File: config.mk
export PLATFORM = sky130hd
export DESIGN_NAME = clb_cfg_loader_flat
export DESIGN_NICKNAME = d
export VERILOG_FILES = /design/src/rtl/clb_cfg_loader_if.sv /design/src/rtl/clb_cfg_loader.sv /design/src/flat_wrapper.sv
export SDC_FILE = /design/constraint.sdc
export NUM_CORES = 1
export LEC_CHECK = 0
export CAP_MARGIN = 25
export CORE_MARGIN = 3
export CORE_UTILIZATION = 60
export CTS_CLUSTER_DIAMETER = 50
export DETAILED_ROUTE_END_ITERATION = 16
export PLACE_DENSITY = 0.88
export SLEW_MARGIN = 25
export SYNTH_ARGS = -nofsm -noshare
export SYNTH_HDL_FRONTEND = slang
export SYNTH_SLANG_ARGS = --single-unit
File: constraint.sdc
create_clock -name K -period 3.7 [get_ports K]
set_clock_uncertainty 0.2 [all_clocks]
set_input_delay 0.74 -clock K [delete_from_list [all_inputs] [get_ports K]]
set_output_delay 0.74 -clock K [all_outputs]
set_load 0.1 [all_outputs]
File: src/rtl/clb_cfg_loader_if.sv
// ---------------------------------------------------------------------------
// clb_cfg_loader_if
//   Bundles the configuration loader's serial input, its CLB write port and
//   its status flags.
//
//   Signals:
//     PROG      synchronous restart request from the configuration controller
//     DIN       serial configuration data, MSB first
//     DIN_EN    DIN qualifier; DIN is sampled only when high
//     cfg_data  assembled CFG_W-bit configuration word for one CLB
//     cfg_addr  target CLB index (0-based frame number)
//     cfg_we    one-cycle write strobe for cfg_data/cfg_addr
//     busy      high from preamble lock until done or error
//     done      sticky: all frames loaded without error
//     err       sticky: framing, parity or count error
//
//   Modports:
//     master  configuration controller side (drives the stream, sees the writes)
//     slave   loader side
// ---------------------------------------------------------------------------
interface clb_cfg_loader_if #(
    parameter int CFG_W  = 37,
    parameter int ADDR_W = 8
);
    logic              PROG;
    logic              DIN;
    logic              DIN_EN;
    logic [CFG_W-1:0]  cfg_data;
    logic [ADDR_W-1:0] cfg_addr;
    logic              cfg_we;
    logic              busy;
    logic              done;
    logic              err;

    modport master (
        output PROG, DIN, DIN_EN,
        input  cfg_data, cfg_addr, cfg_we, busy, done, err
    );

    modport slave (
        input  PROG, DIN, DIN_EN,
        output cfg_data, cfg_addr, cfg_we, busy, done, err
    );
endinterface

File: src/rtl/clb_cfg_loader.sv
// ---------------------------------------------------------------------------
// clb_cfg_loader
//   Serial configuration loader feeding the CLB array. Hunts for the 8-bit
//   preamble 1111_0010, reads an ADDR_W-bit frame count N, then deframes N
//   frames of the form
//       idle 1s, start 0, CFG_W data bits (MSB first), even parity, stop 1
//   and writes each good frame's word to CLB <frame index> with a one-cycle
//   cfg_we strobe.
//
//   cfg_data field map (CFG_W = 37):
//     [36:35] mux2select  [34:33] mux3select  [32:31] mux4select
//     [30:29] mux5select  [28:27] mux6select  [26:11] mem[15:0]
//     [10:9]  comboption  [8:3]   o2m1_0, o2m2_0, o2m3_0, o2m1_1, o2m2_1, o2m3_1
//     [2:1]   DQmux1, DQmux2  [0] floporlatch
//
//   Ports:
//     K      clock, all state updates on the rising edge
//     rst_n  asynchronous active-low reset
//     bus    clb_cfg_loader_if.slave (serial input, write port, status)
// ---------------------------------------------------------------------------
module clb_cfg_loader #(
    parameter int CFG_W  = 37,
    parameter int ADDR_W = 8
) (
    input  logic                   K,
    input  logic                   rst_n,
    clb_cfg_loader_if.slave        bus
);

    localparam logic [7:0] PREAMBLE = 8'b1111_0010;

    // One counter serves both the count byte and the data field.
    localparam int CNT_MAX = (CFG_W > ADDR_W) ? CFG_W : ADDR_W;
    localparam int CNT_W   = $clog2(CNT_MAX + 1);

    localparam logic [CNT_W-1:0] LAST_COUNT_BIT = CNT_W'(ADDR_W - 1);
    localparam logic [CNT_W-1:0] LAST_DATA_BIT  = CNT_W'(CFG_W - 1);

    typedef enum logic [2:0] {
        HUNT,
        COUNT,
        START,
        DATA,
        PARITY,
        STOP,
        DONE,
        ERROR
    } state_t;

    state_t            state;
    logic [7:0]        window;
    logic [ADDR_W-1:0] n_frames;
    logic [ADDR_W-1:0] frame_idx;
    logic [CFG_W-1:0]  data_sr;
    logic [CNT_W-1:0]  bit_cnt;

    // Next-window / next-count values so a match is seen on the same bit
    // that completes it.
    logic [7:0]        window_next;
    logic [ADDR_W-1:0] count_next;
    logic [ADDR_W-1:0] idx_plus1;

    assign window_next = {window[6:0], bus.DIN};
    assign count_next  = {n_frames[ADDR_W-2:0], bus.DIN};
    assign idx_plus1   = frame_idx + ADDR_W'(1);

    // NOTE: every register here is assigned with <= so all updates in one
    // K edge see the pre-edge values, exactly like the flops they model.
    always_ff @(posedge K or negedge rst_n) begin
        if (!rst_n) begin
            state        <= HUNT;
            window       <= '0;
            n_frames     <= '0;
            frame_idx    <= '0;
            data_sr      <= '0;
            bit_cnt      <= '0;
            bus.cfg_data <= '0;
            bus.cfg_addr <= '0;
            bus.cfg_we   <= 1'b0;
            bus.busy     <= 1'b0;
            bus.done     <= 1'b0;
            bus.err      <= 1'b0;
        end else begin
            // Strobe defaults low so it is one K cycle wide whatever DIN_EN does.
            bus.cfg_we <= 1'b0;

            if (bus.PROG) begin
                // Restart wins over everything, including a strobe that would
                // have been raised this edge. cfg_data/cfg_addr are kept.
                state     <= HUNT;
                window    <= '0;
                n_frames  <= '0;
                frame_idx <= '0;
                data_sr   <= '0;
                bit_cnt   <= '0;
                bus.busy  <= 1'b0;
                bus.done  <= 1'b0;
                bus.err   <= 1'b0;
            end else if (bus.DIN_EN) begin
                case (state)
                    HUNT: begin
                        window <= window_next;
                        if (window_next == PREAMBLE) begin
                            state    <= COUNT;
                            bus.busy <= 1'b1;
                            bit_cnt  <= '0;
                        end
                    end

                    COUNT: begin
                        n_frames <= count_next;
                        if (bit_cnt == LAST_COUNT_BIT) begin
                            bit_cnt <= '0;
                            if (count_next == '0) begin
                                state    <= ERROR;
                                bus.err  <= 1'b1;
                                bus.busy <= 1'b0;
                            end else begin
                                state     <= START;
                                frame_idx <= '0;
                            end
                        end else begin
                            bit_cnt <= bit_cnt + CNT_W'(1);
                        end
                    end

                    START: begin
                        // DIN=1 is line idle; the first 0 is the start bit.
                        if (!bus.DIN) begin
                            state   <= DATA;
                            bit_cnt <= '0;
                        end
                    end

                    DATA: begin
                        data_sr <= {data_sr[CFG_W-2:0], bus.DIN};
                        if (bit_cnt == LAST_DATA_BIT) begin
                            state   <= PARITY;
                            bit_cnt <= '0;
                        end else begin
                            bit_cnt <= bit_cnt + CNT_W'(1);
                        end
                    end

                    PARITY: begin
                        // Even parity over data plus parity bit.
                        if ((^data_sr) ^ bus.DIN) begin
                            state    <= ERROR;
                            bus.err  <= 1'b1;
                            bus.busy <= 1'b0;
                        end else begin
                            state <= STOP;
                        end
                    end

                    STOP: begin
                        if (bus.DIN) begin
                            bus.cfg_data <= data_sr;
                            bus.cfg_addr <= frame_idx;
                            bus.cfg_we   <= 1'b1;
                            frame_idx    <= idx_plus1;
                            if (idx_plus1 == n_frames) begin
                                // done/busy change in the same cycle the last
                                // strobe is visible.
                                state    <= DONE;
                                bus.done <= 1'b1;
                                bus.busy <= 1'b0;
                            end else begin
                                state <= START;
                            end
                        end else begin
                            state    <= ERROR;
                            bus.err  <= 1'b1;
                            bus.busy <= 1'b0;
                        end
                    end

                    // Absorbing until PROG or reset.
                    DONE, ERROR: ;

                    default: begin
                        state    <= ERROR;
                        bus.err  <= 1'b1;
                        bus.busy <= 1'b0;
                    end
                endcase
            end
        end
    end

endmodule

File: src/flat_wrapper.sv
// flat-port wrapper written by rule: the top's interface ports become plain ports
module clb_cfg_loader_flat 
#(
    parameter int CFG_W  = 37,
    parameter int ADDR_W = 8
)
  (K, rst_n, bus_PROG, bus_DIN, bus_DIN_EN, bus_cfg_data, bus_cfg_addr, bus_cfg_we, bus_busy, bus_done, bus_err);
  clb_cfg_loader_if #(.CFG_W(CFG_W), .ADDR_W(ADDR_W)) bus_i ();
  input  logic K;
  input  logic rst_n;
  input wire logic [$bits(bus_i.PROG)-1:0] bus_PROG;
  input wire logic [$bits(bus_i.DIN)-1:0] bus_DIN;
  input wire logic [$bits(bus_i.DIN_EN)-1:0] bus_DIN_EN;
  output wire logic [$bits(bus_i.cfg_data)-1:0] bus_cfg_data;
  output wire logic [$bits(bus_i.cfg_addr)-1:0] bus_cfg_addr;
  output wire logic [$bits(bus_i.cfg_we)-1:0] bus_cfg_we;
  output wire logic [$bits(bus_i.busy)-1:0] bus_busy;
  output wire logic [$bits(bus_i.done)-1:0] bus_done;
  output wire logic [$bits(bus_i.err)-1:0] bus_err;
  assign bus_i.PROG = bus_PROG;
  assign bus_i.DIN = bus_DIN;
  assign bus_i.DIN_EN = bus_DIN_EN;
  assign bus_cfg_data = bus_i.cfg_data;
  assign bus_cfg_addr = bus_i.cfg_addr;
  assign bus_cfg_we = bus_i.cfg_we;
  assign bus_busy = bus_i.busy;
  assign bus_done = bus_i.done;
  assign bus_err = bus_i.err;
  clb_cfg_loader #(.CFG_W(CFG_W), .ADDR_W(ADDR_W)) u_core (.K(K), .rst_n(rst_n), .bus(bus_i));
endmodule
# Word level (Yosys, flattened, before mapping)
# Index checks and enable logic that the tools add are counted.
# op_classes
n_addsub	2
n_eq_ne	19
muxes	58
n_bitwise	2
reduce_logical	25
# op_table
op	count
two-way mux 37 bit	3
two-way mux 8 bit	8
XOR reduction 37 bit	1
two-way mux 6 bit	6
two-way mux 3 bit	9
case mux 6 bit (4 select lines)	1
two-way mux 1 bit	23
two-way mux 7 bit	3
case mux 3 bit (6 select lines)	1
case mux 8 bit (2 select lines)	1
!= test 3 x 2 -> 1 bit, second input constant	5
nonzero test 2 bit	7
!= test 3 bit, second input constant	4
AND reduction 4 bit	3
AND reduction 6 bit	2
nonzero test 5 bit	2
adder 8 x 1 -> 8 bit, second input constant	1
equality test 8 bit	1
equality test 8 bit, second input constant	1
zero test 8 bit	1
AND reduction 7 bit	1
nonzero test 7 bit	1
adder 6 x 1 -> 6 bit, second input constant	1
equality test 3 x 2 -> 1 bit, second input constant	2
15 further kinds	18
# word_totals
ff_bits	118
input_bits	5
output_inout_bits	49
elab_cells	118

# Longest topological paths before layout
# logic_depth
word_depth	7
depth_mapped	9
ltp_nobuf	8

# Worst setup path after synthesis
# Ideal clock, no wire load.
# synth_path
path_type	input to register
startpoint	in bus_DIN
endpoint	reg u_core.bit_cnt[4]
setup_time_ns	0.095
arrival_time_ns	2.159
t_required_ns	3.405
setup_slack_ns	1.246
cell_stages	7
path_buffers	1
cell_sequence	buf_2 nor4bb_1 nand4_1 o211ai_1 o21ai_1 or2_1 o31ai_1
# synth_via
elab_chain_len	3
elab_cells_between_ends	4
classes_between	eq/ne: 3; reduce/logical: 1
# synth_lines
element	line_no	rtl
start, declared	flat_wrapper.sv:12	input wire logic [$bits(bus_i.DIN)-1:0] bus_DIN;
equality test 8 bit	clb_cfg_loader.sv:103	if (window_next == PREAMBLE) begin
!= test 3 x 2 -> 1 bit (no source line)	n/a	
AND reduction 4 bit (no source line) (*)	n/a	
end signal, assigned	clb_cfg_loader.sv:123	bit_cnt <= bit_cnt + CNT_W'(1);
end signal, assigned	clb_cfg_loader.sv:141	bit_cnt <= bit_cnt + CNT_W'(1);
end, declared	clb_cfg_loader.sv:55	logic [CNT_W-1:0] bit_cnt;
# Mark *: on every way between the ends. The rest lies on a longest branch, timed or not.
# A chain may end at the register's enable or synchronous reset.

# Worst setup path in the final report
# layout_path
startpoint	reg u_core.bus.cfg_data[32]
endpoint	out bus_cfg_data[32]
# layout_rtl
element	line_no	rtl
start, declared	clb_cfg_loader_if.sv:42	output cfg_data, cfg_addr, cfg_we, busy, done, err
start signal, assigned	clb_cfg_loader.sv:158	bus.cfg_data <= data_sr;
end, declared	flat_wrapper.sv:14	output wire logic [$bits(bus_i.cfg_data)-1:0] bus_cfg_data;
# No word-level cell between the ends.

==> qor.csv <==
metric,value,unit
status,"complete, no violations",
crit_buf_inv,1,
comb_power_share,3.4,%
htreeDepth,4,
hold_violations,0,
antenna_found_initial,0,
hold_ws,0.07406,ns
cts_hold_buf,0,
ys_warn_count,0,
power_switching,669.6,uW
pre_cts_slack,0.4146,ns
setup-tns-final,0,ns
cts_tree,done,
crit_type,flip-flop to primary output,
crit_required,2.76,ns
grt_pass1_wl,21440,um
syn_inst,635,
setup_slack,0.7295,ns
instances_no_fill,804,
start_kind,flip-flop,
synth_nets,643,
drv_cap,0,
fin_nets,691,
clock-sinks,118,
fillers,564,
cp_cell_sequence,clkdlybuf4s50_1,
synthFlopType,dfrtp_1,
wl_per_cell,15.51,um
diodes,0,
pwr-share-seq,43.0,%
cts_setup_buffers,0,
report.final.slew_viol_count,0,
fp.dieH,101.9,um
rows,34,
drtAntennaViolNets,0,
synth_edf_count,0,
seq_area_frac_synth,53.53,%
cts_root_buffer,clkbuf_8,
core_area,8806,um^2
internal_power,2367,uW
path_clk_slew,0.06,ns
rsz0062_at_grt,false,
globalplace.congestion,0.9179,
num_vias,4641,
post_dp_cell_area,6090,um^2
swShare,22.05,%
fin_area,6679,um^2
async_reset_ff_share,100.0,%
globalRouteTotalUtil,26.14,%
dp.cells,772,
worstPathArrival,2.03,ns
max_stage_delay,1.15,ns
grt_overflow_total,0,
netlist_area,5517,um^2
grt_start_max_net_pins,60,
ff_latch_area,2953,um^2
power.share.clock,53.7,%
ios,54,
worstSkewPairLatency,0.52,ns
ctsResizeCount,0,
cts.path.max_buffers,2,
portBuffers,53,
hold_path.class,primary input to asynchronous set/reset pin,
slew_headroom,34.42,%
drive_above_1_share,8.908,%
power_density,454.6,nW/um^2
dieArea,10380,um^2
finalSetupViolations,0,
period_needed,2.971,ns
period_share,80.28,%
end_kind,primary output,
multi_input_area,2401,um^2
layout_common_cells,"257 x nand2_1, 118 x dfrtp_1, 56 x a21oi_1",
cp_top_family,buffers and inverters,
dp_hpwl,7963,um
critPathMaxFanout,2,
grt_pass1_vias,4644,
totalWireLength,12470,um
layout_commonest_cell,nand2_1,
initial_utilization,62.65,%
netlist-cell-type-count,53,
p_leak,0.003087,uW
cts_inserted_buffers,17,
drt-pass1-iter-count,5,
tightest_slew,0.9807,ns
die_x,101.9,um
avgViaCountPerCell,5.772,
synth_seq_cells,118,
fmax,336.6,MHz
ir_drop,0.3110,mV
syn_avg_cell_area,8.687,um^2
drc,0,
drtIter0Drc,326,
cp_slowest_cell,clkdlybuf4s50_1,
area_growth,21.07,%
==> registers in the layout, summed over array words and instances, names as in the netlist <==
name / cells
u_core.bus.cfg_data: 37
u_core.data_sr: 37
u_core.bus.cfg_addr: 8
u_core.frame_idx: 8
u_core.n_frames: 8
u_core.window: 7
u_core.bit_cnt: 6
u_core.state: 3
u_core.bus.busy: 1
u_core.bus.cfg_we: 1
u_core.bus.done: 1
u_core.bus.err: 1
==> through the flow <==
| stage | power (uW) | utilization [%] |
|---|---|---|
| 2_1_floorplan | 1383 | - |
| 3_3_place_gp | 1425 | 69.15 |
| 3_5_place_dp | 1428 | 69.15 |
| 4_1_cts | 3044 | 75.85 |
| 5_1_grt | 3134 | 75.85 |
| 6_report | 3037 | 75.85 |
==> cell usage after synthesis (all sizes together), types with 2 or more instances <==
cell type,n,area (um^2)
a21o,2,15.01
a21oi,56,280.3
a31oi,2,12.51
and2,3,18.77
and2b,2,18.77
and3,7,45.05
buf,4,17.52
clkbuf,30,122.6
dfrtp,118,2953
ha,3,37.54
inv,6,22.52
nand2,257,964.7
nand2b,3,18.77
nand3,9,45.04
nand4,4,25.02
nor2,19,71.32
nor2b,4,25.02
nor3,2,10.01
nor3b,2,20.02
nor4,4,25.02
o211ai,3,22.52
o21ai,24,120.1
o31ai,3,22.52
or2,2,12.51
xnor2,40,350.3
xor2,7,61.31
==> layout make-up <==
cell class,instances,area share [%]
clock buffers,21,6.575
clock inverters,11,2.248
inverters,6,0.3372
multi-input cells,477,35.95
flip-flops and latches,118,44.21
well taps,108,2.023
repair buffers,63,8.655
==> power groups by stage <==
stage | combinational (uW) | sequential [uW] | clock [uW]
global route | 114 | 1300 | 1710
detailed placement | 102 | 1330 | 0
global placement | 98.7 | 1330 | 0
floorplan | 55.9 | 1330 | 0
CTS | 103 | 1300 | 1640
finish | 103 | 1300 | 1630
==> logic make-up (layout without fill, tap and decap cells) <==
kind of cell,after synthesis,count (layout),share of synthesized area [%]
xor+xnor,48,48,7.870
flops,118,118,53.53
mux,1,1,0.1815
buf+inv,40,101,2.948
compound gates,101,101,10.25
simple gates,324,324,24.54
fa+ha+maj,3,3,0.6805
==> routing by layer <==
metal | track usage, % | vias to the layer above | wire [um]
met5 | 0 | - | 0
met4 | 12.51 | 0 | 283
met3 | 6.826 | 33 | 704
met2 | 42.81 | 174 | 6316
met1 | 32.56 | 2273 | 5167
li1 | - | 2161 | -
==> final timing paths <==
| check | from | to | slack [ns] | cells after the start |
|---|---|---|---|---|
| worst max-delay path | u_core.bus.cfg_data[32]$_DFFE_PN0P_ | bus_cfg_data[32] | 0.73 | 1 |
| worst min-delay path | rst_n | u_core.bit_cnt[0]$_DFFE_PN0P_ | 0.07 | 1 |
| worst max register to register | u_core.state[1]$_DFFE_PN0P_ | u_core.frame_idx[6]$_DFFE_PN0P_ | 1.13 | 8 |
| worst min register to register | u_core.bus.cfg_addr[6]$_DFFE_PN0P_ | u_core.bus.cfg_addr[6]$_DFFE_PN0P_ | 0.27 | 2 |
| max in group asynchronous | rst_n | u_core.bus.cfg_addr[0]$_DFFE_PN0P_ | 2.42 | 2 |
| min in group K | u_core.bus.cfg_addr[6]$_DFFE_PN0P_ | u_core.bus.cfg_addr[6]$_DFFE_PN0P_ | 0.27 | 2 |
Power figures use the tool's default switching activity.
